File: src/rtl/ray_pkg.sv
// Shared types and constants for primary-ray generation: direction width,
// saturation limits, image defaults and the ray_gen FSM encoding.
package ray_pkg;

    localparam int unsigned DIR_W   = 16;
    localparam int unsigned SCALE_W = 16;
    localparam int unsigned COORD_W = 8;
    localparam int unsigned OFFS_W  = COORD_W + 1;
    localparam int unsigned IMG_W   = 256;
    localparam int unsigned IMG_H   = 256;

    typedef logic signed [DIR_W-1:0]  dir_t;
    typedef logic signed [OFFS_W-1:0] offs_t;

    localparam dir_t DIR_MAX = {1'b0, {(DIR_W-1){1'b1}}};
    localparam dir_t DIR_MIN = {1'b1, {(DIR_W-1){1'b0}}};

    typedef enum logic [1:0] {
        IDLE = 2'd0,
        OFFS = 2'd1,
        MUL  = 2'd2,
        OUT  = 2'd3
    } state_t;

endpackage

File: src/rtl/sat_mul.sv
// Signed centred-coordinate times per-pixel scale, arithmetic shift, then
// clamp into the signed direction range.
module sat_mul
    import ray_pkg::*;
#(
    parameter int unsigned FRAC_SHIFT = 8
) (
    input  logic signed [OFFS_W-1:0]  c,
    input  logic signed [SCALE_W-1:0] scale,
    output logic signed [DIR_W-1:0]   d_c
);

    localparam int unsigned PROD_W = OFFS_W + SCALE_W;
    localparam logic signed [PROD_W-1:0] P_MAX = PROD_W'(DIR_MAX);
    localparam logic signed [PROD_W-1:0] P_MIN = PROD_W'(DIR_MIN);

    logic signed [PROD_W-1:0] prod;
    logic signed [PROD_W-1:0] shifted;

    assign prod    = PROD_W'(c) * PROD_W'(scale);
    assign shifted = prod >>> FRAC_SHIFT;

    always_comb begin
        d_c = DIR_W'(shifted);
        if (shifted > P_MAX) begin
            d_c = DIR_MAX;
        end else if (shifted < P_MIN) begin
            d_c = DIR_MIN;
        end
    end

endmodule

File: src/rtl/ray_gen.sv
// Converts each pixel pulse {y,x} into a camera-space primary ray direction,
// held in a valid/ready register; busy throttles the upstream pixel sequencer.
module ray_gen #(
    parameter int unsigned                        IMG_W      = ray_pkg::IMG_W,
    parameter int unsigned                        IMG_H      = ray_pkg::IMG_H,
    parameter int unsigned                        DIR_W      = ray_pkg::DIR_W,
    parameter logic signed [ray_pkg::SCALE_W-1:0] PIX_SCALE  = 16'sd256,
    parameter logic signed [DIR_W-1:0]            FOCAL      = {1'b1, {(DIR_W-1){1'b0}}},
    parameter int unsigned                        FRAC_SHIFT = 8
) (
    input  logic             clk,
    input  logic             rst_n,
    input  logic             signal,
    input  logic [7:0]       x,
    input  logic [7:0]       y,
    output logic             busy,
    output logic             ray_valid,
    input  logic             ray_ready,
    output logic [DIR_W-1:0] ray_dx,
    output logic [DIR_W-1:0] ray_dy,
    output logic [DIR_W-1:0] ray_dz,
    output logic [7:0]       ray_px,
    output logic [7:0]       ray_py,
    output logic             ray_last,
    output logic             err
);

    import ray_pkg::*;

    state_t             state;
    state_t             state_nxt;
    logic               load_pix;
    logic               load_offs;
    logic               load_ray;
    logic               take;
    logic [COORD_W-1:0] px_q;
    logic [COORD_W-1:0] py_q;
    offs_t              cx_q;
    offs_t              cy_q;
    dir_t               dx_c;
    dir_t               dy_c;

    always_ff @(posedge clk or negedge rst_n) begin
        if (!rst_n) begin
            state <= IDLE;
        end else begin
            state <= state_nxt;
        end
    end

    always_comb begin
        state_nxt = state;
        load_pix  = 1'b0;
        load_offs = 1'b0;
        load_ray  = 1'b0;
        take      = 1'b0;
        case (state)
            IDLE: begin
                if (signal) begin
                    load_pix  = 1'b1;
                    state_nxt = OFFS;
                end
            end
            OFFS: begin
                load_offs = 1'b1;
                state_nxt = MUL;
            end
            MUL: begin
                load_ray  = 1'b1;
                state_nxt = OUT;
            end
            OUT: begin
                if (ray_ready) begin
                    take      = 1'b1;
                    state_nxt = IDLE;
                end
            end
            default: state_nxt = IDLE;
        endcase
    end

    // Pixel latch and centring about the image midpoint (+y is up).
    always_ff @(posedge clk or negedge rst_n) begin
        if (!rst_n) begin
            px_q <= '0;
            py_q <= '0;
            cx_q <= '0;
            cy_q <= '0;
        end else begin
            if (load_pix) begin
                px_q <= x;
                py_q <= y;
            end
            if (load_offs) begin
                cx_q <= offs_t'({1'b0, px_q} - OFFS_W'(IMG_W / 2));
                cy_q <= offs_t'(OFFS_W'(IMG_H / 2) - {1'b0, py_q});
            end
        end
    end

    sat_mul #(.FRAC_SHIFT(FRAC_SHIFT)) u_mul_x (
        .c     (cx_q),
        .scale (PIX_SCALE),
        .d_c   (dx_c)
    );

    sat_mul #(.FRAC_SHIFT(FRAC_SHIFT)) u_mul_y (
        .c     (cy_q),
        .scale (PIX_SCALE),
        .d_c   (dy_c)
    );

    // Output ray register; a pulse outside IDLE is dropped and flagged sticky.
    always_ff @(posedge clk or negedge rst_n) begin
        if (!rst_n) begin
            busy      <= 1'b0;
            ray_valid <= 1'b0;
            ray_dx    <= '0;
            ray_dy    <= '0;
            ray_dz    <= '0;
            ray_px    <= '0;
            ray_py    <= '0;
            ray_last  <= 1'b0;
            err       <= 1'b0;
        end else begin
            if (load_pix) begin
                busy <= 1'b1;
            end else if (take) begin
                busy <= 1'b0;
            end
            if (load_ray) begin
                ray_valid <= 1'b1;
                ray_dx    <= DIR_W'(dx_c);
                ray_dy    <= DIR_W'(dy_c);
                ray_dz    <= FOCAL;
                ray_px    <= px_q;
                ray_py    <= py_q;
                ray_last  <= &{py_q, px_q};
            end else if (take) begin
                ray_valid <= 1'b0;
            end
            if (signal && (state != IDLE)) begin
                err <= 1'b1;
            end
        end
    end

endmodule
File: config.mk
export PLATFORM = sky130hd
export DESIGN_NAME = ray_gen
export DESIGN_NICKNAME = d
export VERILOG_FILES = /design/src/rtl/ray_pkg.sv /design/src/rtl/sat_mul.sv /design/src/rtl/ray_gen.sv
export SDC_FILE = /design/constraint.sdc
export NUM_CORES = 1
export LEC_CHECK = 0
export CAP_MARGIN = 20
export CORE_MARGIN = 2
export CORE_UTILIZATION = 43
export DETAILED_ROUTE_END_ITERATION = 6
export PLACE_DENSITY = 0.75
export SYNTH_ARGS = -nofsm -noshare
export SYNTH_HDL_FRONTEND = slang
export SYNTH_SLANG_ARGS = --single-unit
File: constraint.sdc
create_clock -name clk -period 1.5 [get_ports clk]
set_input_delay 0.15 -clock clk [delete_from_list [all_inputs] [get_ports clk]]
set_output_delay 0.15 -clock clk [all_outputs]
set_load 0.005 [all_outputs]
* Yosys cells after proc, flatten, opt, wreduce, memory -nomap -nowiden
Cells that the tools add are included.
** Word-level totals
- Flip-flop bits (word level) :: 89
- Bits in latches :: 0
- RAM bits :: 0
- Bits in read-only memories :: 0
- Bits of input ports :: 20
- Output and inout port bits :: 68
- Logic and storage cells :: 48
- Memories kept :: 0
** Operators by class
- $add $sub $neg :: 2
- Multipliers :: 0
- Div/mod/pow operators :: 0
- $lt $le $gt $ge :: 4
- Eq/ne operators :: 5
- Shift-type cells :: 0
- Multiplexer cells :: 16
- Bitwise logic cells :: 0
- Reduce and logical (&&, ||, !) cells :: 7
** Operator list (number)
- $mux 16 :: 4
- $gt 9x16->1 const B :: 2
- $lt 9x16->1 const B :: 2
- $reduce_and 16->1 :: 1
- $mux 1 :: 9
- $sub 8x8->9 const A :: 1
- $sub 8x8->9 const B :: 1
- $pmux 2 s4 :: 1
- $reduce_bool 2->1 :: 3
- $eq 2x2->1 const B :: 2
- $mux 2 :: 2
- $ne 2x2->1 const B :: 2
- $eq 2x1->1 const B :: 1
- $logic_not 2->1 :: 1
- $reduce_and 2->1 :: 1
- $logic_and 1x1->1 :: 1

* Depth between registers and ports, before layout
- Word-level depth :: 4
- Gate-level depth with buffers :: 6
- Gate-level depth less buffers :: 5

* By module
Synthesis repeated with hierarchy kept, for this count alone.
** Unflattened totals
- Cell total of the unflattened synthesis :: 1374
- Area total of the unflattened synthesis :: 13800.7 µm²
** By module, submodules not included
- sat_mul at u_mul_x :: instances 1, cells each 570, area an instance 5137.4 µm², sequential area each 0.0 µm²
- sat_mul at u_mul_y :: instances 1, cells each 557, area an instance 5062.4 µm², sequential area each 0.0 µm²
- ray_gen :: instances 1, cells each 247, area an instance 3601.0 µm², sequential area each 2202.1 µm²

* Worst setup path before layout
OpenSTA, ideal clock, no wires.
- Path type :: reg2reg
- Start :: reg state[1]
- End :: reg cx_q[1]
- Library setup time :: 125 ps
- Arrival :: 1440 ps
- Data required time :: 1375 ps
- Path slack :: -64 ps
- Cell stages (with the launch flop) :: 6
- Buffers on the path :: 2
- Period minus slack after synthesis :: 1564 ps
- Path through :: dfrtp_1 -> inv_1 -> ha_1 -> clkbuf_1 -> buf_2 -> mux2_2
** Between the ends
- Word-level cells in the longest chain between the ends :: 2
** Ends and longest elaborated chain
- start: declaration :: line ray_gen.sv:30 : state_t state;
- start signal: assignment :: line ray_gen.sv:47 : state <= state_nxt;
- $eq 2x1->1 :: line ray_gen.sv:57 : case (state)
- $mux 1 :: line ray_gen.sv:57
- end signal: assignment :: line ray_gen.sv:95 : cx_q <= offs_t'({1'b0, px_q} - OFFS_W'(IMG_W / 2));
- end: declaration :: line ray_gen.sv:38 : offs_t cx_q;
Every way passes these cells.
A chain may end at the register's enable or synchronous reset.

* Worst setup path in the final report
- Start :: reg state[1]
- End :: reg state[1]
** Between the ends
- Word-level cells in the longest chain between the ends :: 3
- Elaborated cells between the ends (all ways) :: 8
- Those cells by class :: eq/ne: 5; mux: 1; reduce/logical: 2
** Ends and longest elaborated chain (line)
- $eq 2x2->1 / $logic_not 2->1 (equally long branches) :: ray_gen.sv:57
- $ne 2x2->1 (no line)
- $reduce_and 2->1 (no line)
Parallel ways exist; a longest one is shown, timed or not.

==> results by stage <==
Place:
- The sum of net half-perimeters after detailed placement is 4170 um.
- Routability-driven placement finished with a final weighted congestion of 0.841.
- The post-detailed-placement cell area is 4040 sq um.
- Port buffering added 72 buffers.

Yosys:
- The distinct cell type count after synthesis is 32.
- Synthesis produced a netlist whose cell count is 240.
- Among all flip-flop cells after synthesis, the most frequent one is sky130_fd_sc_hd__dfrtp_1.
- The flip-flop and latch count after synthesis is 75.
- The number of warnings issued by yosys is 0.
- Of all flip-flops after synthesis, the portion carrying an async set or reset was 1.00.
- The top cell type's share of synthesized area is 0.578.
- The largest total area in the synthesized netlist belongs to sky130_fd_sc_hd__dfrtp_1.
- The mean instance size in the synthesized netlist is ~14 sq um.
- In the post-synthesis netlist, the cell with the most instances is sky130_fd_sc_hd__dfrtp_1.
- Counting instances in the post-synthesis netlist gives the leading cell types as 75 x sky130_fd_sc_hd__dfrtp_1, 59 x sky130_fd_sc_hd__mux2_2, 28 x sky130_fd_sc_hd__buf_4.
- The share of the Yosys chip area taken by registers is 0.578.
- By area the synthesized netlist is led by sky130_fd_sc_hd__dfrtp_1 58%, sky130_fd_sc_hd__mux2_2 20%, sky130_fd_sc_hd__buf_4 6.5%.
- Counting flops with a built-in enable in the synthesized netlist gives 0.
- Summing every instance area after synthesis gives between 3000 and 4000 sq um.

Detailed routing:
- In the final routed layout, each cell accounts on average for 14.1 um.
- The count of nets left with antenna violations once routing finished came out at 0.
- Summing over every cut layer, the via total after detailed routing is about 2000.
- The number of iterations in the first detailed-routing pass is 4.
- For this block, the routed nets add up to 5920 um of wire.
- The post-detailed-route DRC marker count is 0.
- In the routed layout, each cell is associated on average with a via count of ~4.7.
- The number of DRC violations after detailed-routing iteration 0 is between 60 and 70.

Floorplan:
- For this configuration, the core starts out at a cell density of 0.445.
- The die covers 8260 sq um.
- The number of cell rows is 31.
- The region available for standard cell placement spans around 7300 sq um.
- For this design the top-level I/O count stands at between 80 and 90.
- The horizontal die dimension is 90.9 um.
- The floorplan step set the die height to 90.9 um.

Global routing:
- The global-route total usage across every layer is 0.156.
- The residual overflow from global routing is 0.
- Entering global routing, the biggest net connects 33 pins.
- The initial antenna violation count came to 0.
- The via count of the first global-routing pass came to 2064.
- The first global-routing pass estimated between 10000 and 15000 um of wire.

Worst setup path:
- The endpoint type of the worst setup path is a flip-flop.
- The worst setup path is of the flip-flop to flip-flop kind.
- The startpoint class of the critical path is a flip-flop.
- The largest fanout on the critical path is 3.
- Data on the critical path is required at its endpoint by between 1.5 and 2 ns.
- At the worst endpoint, the arrival time is roughly 1.7 ns.

Layout:
- The net total in the final layout is 342.
- The fill cell total of the finished layout is 601.
- 0 antenna diodes ended up in the layout.
- At the end of the flow the core is filled with cells to 0.593.
- In the final layout, the multi-input gates occupy approximately 1100 sq um.
- The sequential cell area is between 1500 and 2000 sq um.
- The layout overhead on the synthesized area is 33.2%.
- In the final layout, the share of cells above drive strength 1 is 0.322.
- The final design instance area without fill is approximately 4300 sq um.

Timing:
- The highest attainable clock frequency is slightly below 700 MHz.
- The period utilization is 0.982.
- The setup violation total in the final timing report is 0.
- The shortest clock period the worst path allows after layout is 1.47 ns.
- Between clock sinks in the finished design, the worst skew comes to 0.00762 ns.
- The final sum of negative setup slack is 0 ns.
- The hold violation total from the final report was 0.
- On the final layout, the worst hold slack is 0.284 ns.
- Setup repair after global routing could not meet its margin everywhere.
- The count of final max-slew check failures is 0.

Power:
- In this run the power spent charging and discharging nets is 0.00287 W.
- The share of power burned in combinational logic is 0.432.
- The share of total power dissipated in the clock network is 0.187.
- The power density of the placed cells is 2290 nW/um^2.
- The static power due to leakage is between 1.5 and 2 nW.
- The internal portion of the total power is approximately 0.0070 W.
- The worst ir drop on vdd is 1020 uV.
- Of the total power, registers draw 0.381.
- Of the total power, the share spent switching nets is 0.290.

CTS:
- The clock-pin slew on the worst setup and hold paths is 0.07 ns.
- The clock buffer count from CTS is 9.
- The H-tree level count is 3.
- The master cell of the clock root buffer is sky130_fd_sc_hd__clkbuf_8.
- Clock latency on the worst-skew pair, taken at its later pin, is between 0.3 and 0.4 ns.
- TritonCTS built the clock tree.
- CTS saw between 70 and 80 sinks.
- The number of buffers between clock root and the deepest sink is 2.

Run:
- Across the run, the number of max-cap violations was 0.

Worst hold path:
- The tightest min-delay check is of the input pin to asynchronous set/reset pin type.

Outcome:
- The flow ran to the end, and the final reports show no timing, DRC or antenna violations.
layout make-up:
| class | instances | area share |
|---|---|---|
| clock inverters | 5 | 0.0232 |
| inverters | 13 | 0.0113 |
| repair buffers | 88 | 0.206 |
| flip-flops and latches | 75 | 0.435 |
| well taps | 99 | 0.0287 |
| clock buffers | 11 | 0.0327 |
| multi-input cells | 128 | 0.263 |
path summary, 6_finish.rpt:
check / start / endpoint / slack (ns) / cells past startpoint
max in group asynchronous: rst_n / ray_dy[6] / 0.68 / 3
hold reg to reg: err / err / 0.46 / 1
setup / recovery: state[1] / state[1] / 0.03 / 5
min in group clk: x[2] / px_q[2] / 0.41 / 2
setup reg to reg: state[1] / state[1] / 0.03 / 5
hold / removal: rst_n / ray_dy[15] / 0.28 / 2
metal layers:
| layer | vias up | share of wire | track usage |
|---|---|---|---|
| met5 | - | 0 | 0 |
| met1 | 979 | 0.44 | 0.201 |
| li1 | 927 | - | - |
| met4 | 0 | 0.018 | 0.0694 |
| met3 | 10 | 0.059 | 0.0426 |
| met2 | 72 | 0.48 | 0.248 |
critical path, stage by stage, from the launching register on:
cell and delay, ns:
sky130_fd_sc_hd__dfrtp_1 0.40, sky130_fd_sc_hd__inv_1 0.11, sky130_fd_sc_hd__ha_1 0.18, sky130_fd_sc_hd__inv_1 0.08, sky130_fd_sc_hd__o22ai_2 0.23, sky130_fd_sc_hd__mux2_2 0.36
per-stage QoR:
stage | std cells | setup WS [ns] | total power (W)
5_1_grt | 419 | -0.0309 | 0.0106
2_1_floorplan | 254 | 0.00517 | 0.00607
4_1_cts | 418 | 0.0119 | 0.00991
3_3_place_gp | 401 | 0.0613 | 0.00789
3_5_place_dp | 401 | 0.0353 | 0.00800
6_report | 419 | 0.0269 | 0.00988
power by group through the flow:
stage               clock (W)  sequential, W  combinational (W)
global placement            0        0.00375            0.00414
detailed placement          0        0.00379            0.00421
global route          0.00199        0.00395            0.00464
finish                0.00185        0.00376            0.00427
CTS                   0.00189        0.00377            0.00425
floorplan                   0        0.00365            0.00242
what timing repair did:
action | CTS | global route
pin swaps | 0 | 1
resized for setup | 2 | 6
hold endpoints to repair | 29 | 0
endpoints found under the setup margin | 12 | 34
setup buffers | 0 | 1
hold buffers | 1 | 0
kinds of logic (layout without fill, tap and decap cells):
kind of cell | after synthesis | count (layout) | share of synthesized area
AO/OA/AOI/OAI | 20 | 20 | 0.0413
XOR/XNOR | 2 | 2 | 0.00540
adder cells (fa/ha/maj) | 7 | 7 | 0.0270
buffers and inverters | 51 | 117 | 0.0956
flip-flops | 75 | 75 | 0.578
multiplexers | 60 | 60 | 0.208
other | 1 | 15 | 0.00116
AND/OR/NAND/NOR | 24 | 24 | 0.0432
registers in the layout, indices dropped and copies added, names as in the netlist:
register and flops:
px_q 8, ray_last 1, ray_py 8, ray_dy 10, state 2, err 1
ray_px 8, cx_q 8, cy_q 9, busy 1, ray_valid 1, py_q 8
ray_dx 9, ray_dz 1
layout by cell type, fill, tap and decap left out, drive strengths merged, types with 2 or more instances in the layout:
cell type | netlist | routed
a21o | 3 | 3
o31ai | 2 | 2
buf | 34 | 16
nor2 | 3 | 3
a21oi | 4 | 4
inv | 13 | 13
nand2 | 8 | 8
nor3 | 2 | 2
conb | 1 | 15
bufinv | 0 | 3
mux2 | 59 | 59
clkinv | 0 | 2
xnor2 | 2 | 2
clkbuf | 4 | 11
nand4 | 4 | 4
ha | 7 | 7
o21ai | 6 | 6
dfrtp | 75 | 75
or4 | 2 | 2
clkdlybuf4s50 | 0 | 71
(Power assumes the default switching activity.)
